`config.mk`:
```
export PLATFORM = sky130hd
export DESIGN_NAME = seq_alu_unit_flat
export DESIGN_NICKNAME = d
export VERILOG_FILES = /design/src/rtl/seq_alu_unit_if.sv /design/src/rtl/seq_alu_unit.sv /design/src/flat_wrapper.sv
export SDC_FILE = /design/constraint.sdc
export NUM_CORES = 1
export LEC_CHECK = 0
export ABC_AREA = 1
export BUFFER_PORTS_ARGS = -buffer_cell sky130_fd_sc_hd__buf_2
export CAP_MARGIN = 15
export CORE_ASPECT_RATIO = 1.5
export CORE_MARGIN = 2
export CORE_UTILIZATION = 35
export CTS_CLUSTER_DIAMETER = 120
export DETAILED_ROUTE_END_ITERATION = 7
export PLACE_DENSITY = 0.58
export SYNTH_ARGS = -nofsm -noshare
export SYNTH_HDL_FRONTEND = slang
export SYNTH_SLANG_ARGS = --single-unit
```
`constraint.sdc`:
```
create_clock -name clk -period 2.8 [get_ports clk]
set_input_delay 0.56 -clock clk [delete_from_list [all_inputs] [get_ports clk]]
set_output_delay 0.56 -clock clk [all_outputs]
set_load 0.03 [all_outputs]
```
`src/rtl/seq_alu_unit_if.sv`:
```
// ----------------------------------------------------------------------------
// seq_alu_unit_if
// Bundle of the request/response signals for seq_alu_unit.
//
//   in_valid / in_ready    request handshake (requester -> ALU)
//   ALUOp, funct3,         decode fields of the instruction
//   funct7b5, funct7b0,
//   opb5
//   a, b                   operands (b doubles as immediate / shift amount)
//   out_valid / out_ready  response handshake (ALU -> consumer)
//   result, zero, illegal  registered response
//   busy                   ALU is iterating (shift or multiply)
//
// Modports:
//   master : requester/consumer side (drives request fields and out_ready)
//   slave  : the ALU itself
// ----------------------------------------------------------------------------
interface seq_alu_unit_if #(
  parameter int XLEN = 32
);
  logic            in_valid;
  logic            in_ready;
  logic [1:0]      ALUOp;
  logic [2:0]      funct3;
  logic            funct7b5;
  logic            funct7b0;
  logic            opb5;
  logic [XLEN-1:0] a;
  logic [XLEN-1:0] b;
  logic            out_valid;
  logic            out_ready;
  logic [XLEN-1:0] result;
  logic            zero;
  logic            illegal;
  logic            busy;

  modport master (
    output in_valid, ALUOp, funct3, funct7b5, funct7b0, opb5, a, b, out_ready,
    input  in_ready, out_valid, result, zero, illegal, busy
  );

  modport slave (
    input  in_valid, ALUOp, funct3, funct7b5, funct7b0, opb5, a, b, out_ready,
    output in_ready, out_valid, result, zero, illegal, busy
  );
endinterface

```
`src/rtl/seq_alu_unit.sv`:
```
// ----------------------------------------------------------------------------
// seq_alu_unit
// Registered multi-cycle RV32I ALU with built-in operation decode.
// Single-cycle ops (add/sub/slt/sltu/xor/or/and) complete in one cycle,
// shifts iterate SHIFT_STEP bits per cycle, and the optional multiplier
// iterates one multiplier bit per cycle (shift-add).
//
// Parameters:
//   XLEN        datapath width, power of two, >= 8
//   SHIFT_STEP  bits shifted per cycle, power of two, 1..XLEN
//
// Ports:
//   clk    clock, all state on the rising edge
//   rst_n  asynchronous active-low reset
//   bus    seq_alu_unit_if.slave: request fields + in handshake,
//          result/zero/illegal + out handshake, busy
//
// Optional feature macro:
//   SEQ_ALU_MUL_EN  when defined, the MUL state and shift-add multiplier are
//                   built; otherwise the MUL encoding decodes as illegal.
// ----------------------------------------------------------------------------
module seq_alu_unit #(
  parameter int XLEN       = 32,
  parameter int SHIFT_STEP = 1
) (
  input  logic         clk,
  input  logic         rst_n,
  seq_alu_unit_if.slave bus
);

  localparam int SHW = $clog2(XLEN);
  // Step kept one bit wider than shamt so SHIFT_STEP == XLEN is representable.
  localparam logic [SHW:0] STEP = (SHW+1)'(SHIFT_STEP);

  typedef enum logic [3:0] {
    OP_ADD, OP_SUB, OP_SLL, OP_SLT, OP_SLTU, OP_XOR,
    OP_SRL, OP_SRA, OP_OR, OP_AND, OP_MUL, OP_ILL
  } op_e;

`ifdef SEQ_ALU_MUL_EN
  typedef enum logic [1:0] {
    IDLE  = 2'd0,
    SHIFT = 2'd1,
    MUL   = 2'd2,
    DONE  = 2'd3
  } state_e;
`else
  typedef enum logic [1:0] {
    IDLE  = 2'd0,
    SHIFT = 2'd1,
    DONE  = 2'd3
  } state_e;
`endif

  state_e          state_reg, state_next;
  op_e             op_reg, op_next;
  logic [XLEN-1:0] work_reg, work_next;
  logic [SHW-1:0]  rem_reg, rem_next;
  logic [XLEN-1:0] result_reg, result_next;
  logic            zero_reg, zero_next;
  logic            illegal_reg, illegal_next;

`ifdef SEQ_ALU_MUL_EN
  logic [XLEN-1:0] mcand_reg, mcand_next;
  logic [XLEN-1:0] mplier_reg, mplier_next;
  logic [XLEN-1:0] acc_reg, acc_next;
  logic [SHW-1:0]  cnt_reg, cnt_next;
  logic [XLEN-1:0] mul_sum;
`endif

  // --------------------------------------------------------------------------
  // Decode of the request fields (only meaningful in IDLE)
  // --------------------------------------------------------------------------
  op_e             dec_op;
  logic            dec_is_shift;
  logic [SHW-1:0]  shamt_in;
  logic [XLEN-1:0] alu_res;

  always_comb begin
    dec_op = OP_ILL;
    case (bus.ALUOp)
      2'b00: dec_op = OP_ADD;
      2'b01: dec_op = OP_SUB;
      2'b10: begin
        if (bus.opb5 && bus.funct7b0) begin
          // M-extension space: only MUL exists, and only when built in.
`ifdef SEQ_ALU_MUL_EN
          dec_op = (bus.funct3 == 3'b000) ? OP_MUL : OP_ILL;
`else
          dec_op = OP_ILL;
`endif
        end else begin
          case (bus.funct3)
            3'b000:  dec_op = (bus.funct7b5 && bus.opb5) ? OP_SUB : OP_ADD;
            3'b001:  dec_op = OP_SLL;
            3'b010:  dec_op = OP_SLT;
            3'b011:  dec_op = OP_SLTU;
            3'b100:  dec_op = OP_XOR;
            3'b101:  dec_op = bus.funct7b5 ? OP_SRA : OP_SRL;
            3'b110:  dec_op = OP_OR;
            default: dec_op = OP_AND;
          endcase
        end
      end
      default: dec_op = OP_ILL;
    endcase
  end

  assign dec_is_shift = (dec_op == OP_SLL) || (dec_op == OP_SRL) || (dec_op == OP_SRA);
  assign shamt_in     = bus.b[SHW-1:0];

  // Single-cycle result. Shifts pass a through, which is the answer when
  // shamt is zero; illegal ops yield zero.
  always_comb begin
    alu_res = '0;
    case (dec_op)
      OP_ADD:  alu_res = bus.a + bus.b;
      OP_SUB:  alu_res = bus.a - bus.b;
      OP_SLT:  alu_res = {{(XLEN-1){1'b0}}, ($signed(bus.a) < $signed(bus.b))};
      OP_SLTU: alu_res = {{(XLEN-1){1'b0}}, (bus.a < bus.b)};
      OP_XOR:  alu_res = bus.a ^ bus.b;
      OP_OR:   alu_res = bus.a | bus.b;
      OP_AND:  alu_res = bus.a & bus.b;
      OP_SLL, OP_SRL, OP_SRA: alu_res = bus.a;
      default: alu_res = '0;
    endcase
  end

  // --------------------------------------------------------------------------
  // Iterative shifter step: min(SHIFT_STEP, remaining) bits per cycle
  // --------------------------------------------------------------------------
  logic [SHW:0]    rem_ext;
  logic [SHW:0]    step;
  logic [SHW-1:0]  rem_after;
  logic [XLEN-1:0] shifted;

  assign rem_ext   = {1'b0, rem_reg};
  assign step      = (rem_ext < STEP) ? rem_ext : STEP;
  // step never exceeds rem_reg, so the truncation below is lossless.
  assign rem_after = rem_reg - step[SHW-1:0];

  always_comb begin
    case (op_reg)
      OP_SLL:  shifted = work_reg << step;
      OP_SRA:  shifted = $signed(work_reg) >>> step;
      default: shifted = work_reg >> step;
    endcase
  end

`ifdef SEQ_ALU_MUL_EN
  assign mul_sum = acc_reg + (mplier_reg[0] ? mcand_reg : '0);
`endif

  // --------------------------------------------------------------------------
  // Control FSM: next state and datapath updates
  // --------------------------------------------------------------------------
  always_comb begin
    state_next   = state_reg;
    op_next      = op_reg;
    work_next    = work_reg;
    rem_next     = rem_reg;
    result_next  = result_reg;
    zero_next    = zero_reg;
    illegal_next = illegal_reg;
`ifdef SEQ_ALU_MUL_EN
    mcand_next   = mcand_reg;
    mplier_next  = mplier_reg;
    acc_next     = acc_reg;
    cnt_next     = cnt_reg;
`endif

    case (state_reg)
      IDLE: begin
        if (bus.in_valid) begin
          op_next   = dec_op;
          work_next = bus.a;
          rem_next  = shamt_in;
          if (dec_is_shift && (shamt_in != '0)) begin
            state_next = SHIFT;
          end
`ifdef SEQ_ALU_MUL_EN
          else if (dec_op == OP_MUL) begin
            acc_next    = '0;
            mcand_next  = bus.a;
            mplier_next = bus.b;
            cnt_next    = SHW'(XLEN-1);
            state_next  = MUL;
          end
`endif
          else begin
            state_next   = DONE;
            result_next  = alu_res;
            zero_next    = (alu_res == '0);
            illegal_next = (dec_op == OP_ILL);
          end
        end
      end

      SHIFT: begin
        work_next = shifted;
        rem_next  = rem_after;
        // The final step's value is written straight into result so the
        // response registers only ever change on DONE entry.
        if (rem_after == '0) begin
          state_next   = DONE;
          result_next  = shifted;
          zero_next    = (shifted == '0);
          illegal_next = 1'b0;
        end
      end

`ifdef SEQ_ALU_MUL_EN
      MUL: begin
        acc_next    = mul_sum;
        mcand_next  = mcand_reg << 1;
        mplier_next = mplier_reg >> 1;
        cnt_next    = cnt_reg - 1'b1;
        if (cnt_reg == '0) begin
          state_next   = DONE;
          result_next  = mul_sum;
          zero_next    = (mul_sum == '0);
          illegal_next = 1'b0;
        end
      end
`endif

      DONE: begin
        if (bus.out_ready) begin
          state_next = IDLE;
        end
      end

      default: state_next = IDLE;
    endcase
  end

  always_ff @(posedge clk or negedge rst_n) begin
    if (!rst_n) begin
      state_reg   <= IDLE;
      op_reg      <= OP_ADD;
      work_reg    <= '0;
      rem_reg     <= '0;
      result_reg  <= '0;
      zero_reg    <= 1'b0;
      illegal_reg <= 1'b0;
`ifdef SEQ_ALU_MUL_EN
      mcand_reg   <= '0;
      mplier_reg  <= '0;
      acc_reg     <= '0;
      cnt_reg     <= '0;
`endif
    end else begin
      state_reg   <= state_next;
      op_reg      <= op_next;
      work_reg    <= work_next;
      rem_reg     <= rem_next;
      result_reg  <= result_next;
      zero_reg    <= zero_next;
      illegal_reg <= illegal_next;
`ifdef SEQ_ALU_MUL_EN
      mcand_reg   <= mcand_next;
      mplier_reg  <= mplier_next;
      acc_reg     <= acc_next;
      cnt_reg     <= cnt_next;
`endif
    end
  end

  // --------------------------------------------------------------------------
  // Outputs
  // --------------------------------------------------------------------------
  assign bus.in_ready  = (state_reg == IDLE);
  assign bus.out_valid = (state_reg == DONE);
`ifdef SEQ_ALU_MUL_EN
  assign bus.busy      = (state_reg == SHIFT) || (state_reg == MUL);
`else
  assign bus.busy      = (state_reg == SHIFT);
`endif
  assign bus.result    = result_reg;
  assign bus.zero      = zero_reg;
  assign bus.illegal   = illegal_reg;

endmodule

```
`src/flat_wrapper.sv`:
```
// flat-port wrapper written by rule: the top's interface ports become plain ports
module seq_alu_unit_flat 
#(
  parameter int XLEN       = 32,
  parameter int SHIFT_STEP = 1
)
  (clk, rst_n, bus_in_valid, bus_ALUOp, bus_funct3, bus_funct7b5, bus_funct7b0, bus_opb5, bus_a, bus_b, bus_out_ready, bus_in_ready, bus_out_valid, bus_result, bus_zero, bus_illegal, bus_busy);
  seq_alu_unit_if #(.XLEN(XLEN)) bus_i ();
  input  logic clk;
  input  logic rst_n;
  input wire logic [$bits(bus_i.in_valid)-1:0] bus_in_valid;
  input wire logic [$bits(bus_i.ALUOp)-1:0] bus_ALUOp;
  input wire logic [$bits(bus_i.funct3)-1:0] bus_funct3;
  input wire logic [$bits(bus_i.funct7b5)-1:0] bus_funct7b5;
  input wire logic [$bits(bus_i.funct7b0)-1:0] bus_funct7b0;
  input wire logic [$bits(bus_i.opb5)-1:0] bus_opb5;
  input wire logic [$bits(bus_i.a)-1:0] bus_a;
  input wire logic [$bits(bus_i.b)-1:0] bus_b;
  input wire logic [$bits(bus_i.out_ready)-1:0] bus_out_ready;
  output wire logic [$bits(bus_i.in_ready)-1:0] bus_in_ready;
  output wire logic [$bits(bus_i.out_valid)-1:0] bus_out_valid;
  output wire logic [$bits(bus_i.result)-1:0] bus_result;
  output wire logic [$bits(bus_i.zero)-1:0] bus_zero;
  output wire logic [$bits(bus_i.illegal)-1:0] bus_illegal;
  output wire logic [$bits(bus_i.busy)-1:0] bus_busy;
  assign bus_i.in_valid = bus_in_valid;
  assign bus_i.ALUOp = bus_ALUOp;
  assign bus_i.funct3 = bus_funct3;
  assign bus_i.funct7b5 = bus_funct7b5;
  assign bus_i.funct7b0 = bus_funct7b0;
  assign bus_i.opb5 = bus_opb5;
  assign bus_i.a = bus_a;
  assign bus_i.b = bus_b;
  assign bus_i.out_ready = bus_out_ready;
  assign bus_in_ready = bus_i.in_ready;
  assign bus_out_valid = bus_i.out_valid;
  assign bus_result = bus_i.result;
  assign bus_zero = bus_i.zero;
  assign bus_illegal = bus_i.illegal;
  assign bus_busy = bus_i.busy;
  seq_alu_unit #(.XLEN(XLEN), .SHIFT_STEP(SHIFT_STEP)) u_core (.clk(clk), .rst_n(rst_n), .bus(bus_i));
endmodule
```
==> impl_summary.log <==
[metrics] initial core utilization: 35.3%
[metrics] last element of the critical path: u_core.bus.zero
[metrics] wire length on met1: 22,400 µm
[metrics] synthesis warning total: 0
[metrics] count of nets after finishing: ~2,700
[metrics] Cells after Synth: about 2,100
[metrics] sequential share of power: 19.7%
[metrics] outcome: completed
[metrics] number of maximum-capacitance constraint violations: 0
[metrics] post-detailed-placement half-perimeter wirelength: 46,000 µm
[metrics] htree depth: 3
[metrics] Placement Rows: between 80 and 90
[metrics] fraction of synthesized cell area taken by the top area cell type: approximately a fifth
[metrics] largest net degree at the start of global routing: 55
[metrics] signal arrival time at the worst endpoint: 3.02 ns
[metrics] critical path type: input pin to register
[metrics] Vias per Instance: roughly 5.2
[metrics] transition time of the tightest slew-check pin: 0.595 ns
[metrics] root buf cell: sky130_fd_sc_hd__clkbuf_16
[metrics] P_sw: about 5600 µW
[metrics] TritonCTS clock tree: done
[metrics] Antenna Cells: 0
[metrics] async set or reset register ratio after synthesis: 100%
[metrics] met2 layer wire length in the routed design: ~27,000 µm
[metrics] Die Span Y: roughly 230 µm
[metrics] cell types with the largest area share after synthesis: sky130_fd_sc_hd__nand2_1 (20%), sky130_fd_sc_hd__dfrtp_1 (16%), sky130_fd_sc_hd__inv_1 (12%), sky130_fd_sc_hd__ha_1 (10%), sky130_fd_sc_hd__nand3_1 (8.8%)
[metrics] type of destination of the critical path: register
[metrics] via count of the routed design: approximately 15,000
[metrics] initial detailed-routing violation count: about 1,100
[metrics] total clock sinks: slightly below 80
[metrics] routed wirelength normalized by instance count: ~19 µm
[metrics] flip-flop and latch count after synthesis: 77
[metrics] post-route cell area: 0.0171 mm²
[metrics] critical-path maximum fanout: 4
[metrics] Cell Pwr Density: roughly 630 mW/mm²
[metrics] final estimated routing congestion in global placement: about 1.1
[metrics] global-route wire length before repair: between 80,000 and 90,000 µm
[metrics] reg2reg end: u_core.bus.result[7]
[metrics] Power Total: roughly 11,000 µW
[metrics] clock buffer count from CTS: 9
[metrics] number of global-route vias before repair: between 10,000 and 15,000
[metrics] setup-violating endpoint count in the final report: 0
[metrics] GRT Residual Overflow: 0
[metrics] clock period minus final worst setup slack: 2.74 ns
[metrics] top library cells by usage in the layout, fill and taps aside: sky130_fd_sc_hd__nand2_1 (534), sky130_fd_sc_hd__buf_4 (394), sky130_fd_sc_hd__inv_1 (359), sky130_fd_sc_hd__nor2_1 (200), sky130_fd_sc_hd__nand3_1 (187)
[metrics] die area: between 0.03 and 0.04 mm²
[metrics] flop2flop setup slack: ~0.3 ns
[metrics] design internal power: ~5300 µW
[metrics] leading cell type in the layout, fill and taps excluded: sky130_fd_sc_hd__nand2_1
[metrics] overall die width: around 150 µm
[metrics] number of endpoints with negative hold slack in the final report: 0
[metrics] count of input and output buffers: ~110
[metrics] Hold Crit Class: input pin to asynchronous set/reset pin
[metrics] EDFF count, synth: 0
[metrics] cell area after placement: around 0.016 mm²
[metrics] clock-pin slew reported for the worst setup and hold paths after clock tree synthesis: 0.06 ns
[metrics] critical path startpoint category: input pin
[metrics] switching share of power: between 50 and 60%
[metrics] net count after synthesis: between 2,000 and 2,500
[metrics] sequential fraction of the synthesis area: between 10% and 20%
[metrics] worst setup path start: bus_b[3]
[metrics] number of nets still failing antenna checks after routing: 0
[metrics] Distinct cells, synth: 49
[metrics] total met3 wirelength after detailed routing: 2880 µm
[metrics] area of the mapped netlist: about 0.012 mm²
[metrics] average instance area after synthesis: roughly 5.6 µm²
[metrics] Max Transition Viols Final: 0
[metrics] logic depth of the worst register-to-register path: 15
[metrics] antenna violations before repair: 0
[metrics] total routing usage reported by global routing: between 30 and 40%
[metrics] number of optimization iterations in the first detailed-route pass: 6
[metrics] highest clock frequency the design can meet: 0.365 GHz
[metrics] Total Wirelength: between 50,000 and 60,000 µm
[metrics] share of total power in combinational logic: between 60% and 70%
[metrics] Synth area leader: sky130_fd_sc_hd__nand2_1
[metrics] ys flop type: sky130_fd_sc_hd__dfrtp_1
[metrics] clock network latency to the later pin of the worst-skew pair: 0.36 ns
[metrics] clock network power share: 12.0%
[metrics] relative slew slack: slightly above 60%
[metrics] critical path required time: slightly above 3 ns
[metrics] leakage power: 0.00941 µW
[metrics] period utilization: 97.8%
[metrics] total of hold buffers inserted after clock tree synthesis: 0
[metrics] buffer levels on the longest clock path: 2
[metrics] area growth from synthesis to layout: 46.3%
[metrics] highest layer used for signal routing: met4
[metrics] RSZ-0062 raised after global routing: yes
[metrics] core area: about 0.033 mm²
[metrics] clock tree skew after final layout: ~0.009 ns
[metrics] # IOs: 113
[metrics] worst vdd ir: around 0.41 mV
[metrics] source of the worst register-to-register timing path: u_core.rem_reg[2]
[metrics] share of cells above drive strength 1: around a third
[metrics] DRC violations left: 0
==> worst min path at each step <==
stage | startpoint | to | slack, ns | cells after the start
final | rst_n | u_core.bus.result[6] | 0.20 | 1
after global routing | rst_n | u_core.bus.result[6] | 0.25 | 1
after CTS | rst_n | u_core.bus.result[6] | 0.22 | 1
after detailed placement | u_core.bus.result[19] | u_core.bus.result[19] | 0.47 | 2
after global placement | u_core.bus.result[19] | u_core.bus.result[19] | 0.47 | 2
after floorplan | rst_n | u_core.bus.illegal | 0.26 | 0
==> metal layers <==
layer / GRT usage (%) / vias to the layer above
met2: 53.6 / 541
li1: - / 7503
met3: 2.28 / 147
met5: 0 / -
met4: 15.9 / 0
met1: 37.6 / 7131
==> stage by stage <==
stage | hold WS [ns] | util (%) | std cells | setup WS (ns) | setup TNS, ns
6_report | 0.204 | 51.7 | 2968 | 0.0627 | 0
5_1_grt | 0.248 | 51.7 | 2968 | -0.0575 | -0.0575
4_1_cts | 0.223 | 48.4 | 2965 | 0.00722 | 0
3_5_place_dp | 0.470 | 47.1 | 2949 | -0.640 | -6.82
3_3_place_gp | 0.466 | 47.1 | 2949 | -0.646 | -6.36
2_1_floorplan | 0.264 | - | 2098 | 0.267 | 0
==> cell type report <==
class | count | area (µm²)
clock inverter | 5 | 83.8
fill | 3545 | 16000
clock buffer | 11 | 243
tap | 420 | 526
inverter | 382 | 1430
sequential | 77 | 1930
timing repair buffer | 521 | 3820
multi-input combinational | 1552 | 9090
==> synth_stat cells (8+ instances only) <==
cell	count
sky130_fd_sc_hd__nand2_1	610
sky130_fd_sc_hd__inv_1	375
sky130_fd_sc_hd__nor2_1	265
sky130_fd_sc_hd__nand3_1	205
sky130_fd_sc_hd__ha_1	97
sky130_fd_sc_hd__dfrtp_1	77
sky130_fd_sc_hd__o21ai_0	69
sky130_fd_sc_hd__a21oi_1	59
sky130_fd_sc_hd__nand4_1	56
sky130_fd_sc_hd__buf_2	43
sky130_fd_sc_hd__o211ai_1	34
sky130_fd_sc_hd__clkbuf_1	33
sky130_fd_sc_hd__a31oi_1	30
sky130_fd_sc_hd__nor3_1	23
sky130_fd_sc_hd__or2_2	22
sky130_fd_sc_hd__xor2_1	17
sky130_fd_sc_hd__o221ai_1	12
sky130_fd_sc_hd__o21bai_1	8
==> timing repair <==
item	in CTS	in global routing
setup buffers	0	3
cloned	0	0
resized for setup	35	273
pin swaps	1	50
setup endpoints to repair	6	16
==> cells by family after synthesis <==
group / share of synthesized area (%)
buf+inv: 15.9
fa+ha+maj: 10.7
xor+xnor: 1.27
simple gates: 43.6
compound gates: 12.0
flops: 16.5
==> critical path: stages <==
cell and delay (ns):
sky130_fd_sc_hd__buf_2 0.12, sky130_fd_sc_hd__inv_2 0.06, sky130_fd_sc_hd__buf_4 0.15, sky130_fd_sc_hd__ha_1 0.22, sky130_fd_sc_hd__buf_4 0.14, sky130_fd_sc_hd__nor2_1 0.20, sky130_fd_sc_hd__nand2_2 0.11, sky130_fd_sc_hd__nand3_2 0.10
sky130_fd_sc_hd__nand2_4 0.09, sky130_fd_sc_hd__buf_4 0.15, sky130_fd_sc_hd__xor2_1 0.13, sky130_fd_sc_hd__nand2_1 0.07, sky130_fd_sc_hd__nand3_2 0.08, sky130_fd_sc_hd__nor2_1 0.10, sky130_fd_sc_hd__nand2_1 0.08, sky130_fd_sc_hd__nor2_2 0.18
sky130_fd_sc_hd__nand3_1 0.11, sky130_fd_sc_hd__nor2_2 0.14, sky130_fd_sc_hd__nand3_1 0.09, sky130_fd_sc_hd__a21oi_1 0.15
==> power by group through the flow <==
stage,Combinational (µW),Clock [µW],Sequential [µW]
floorplan,3850,0,2500
global placement,6910,0,2120
detailed placement,6990,0,2140
CTS,7040,1320,2130
global route,8050,1360,2200
finish,7390,1300,2130
Note: power is estimated with default switching activity, not from simulation.
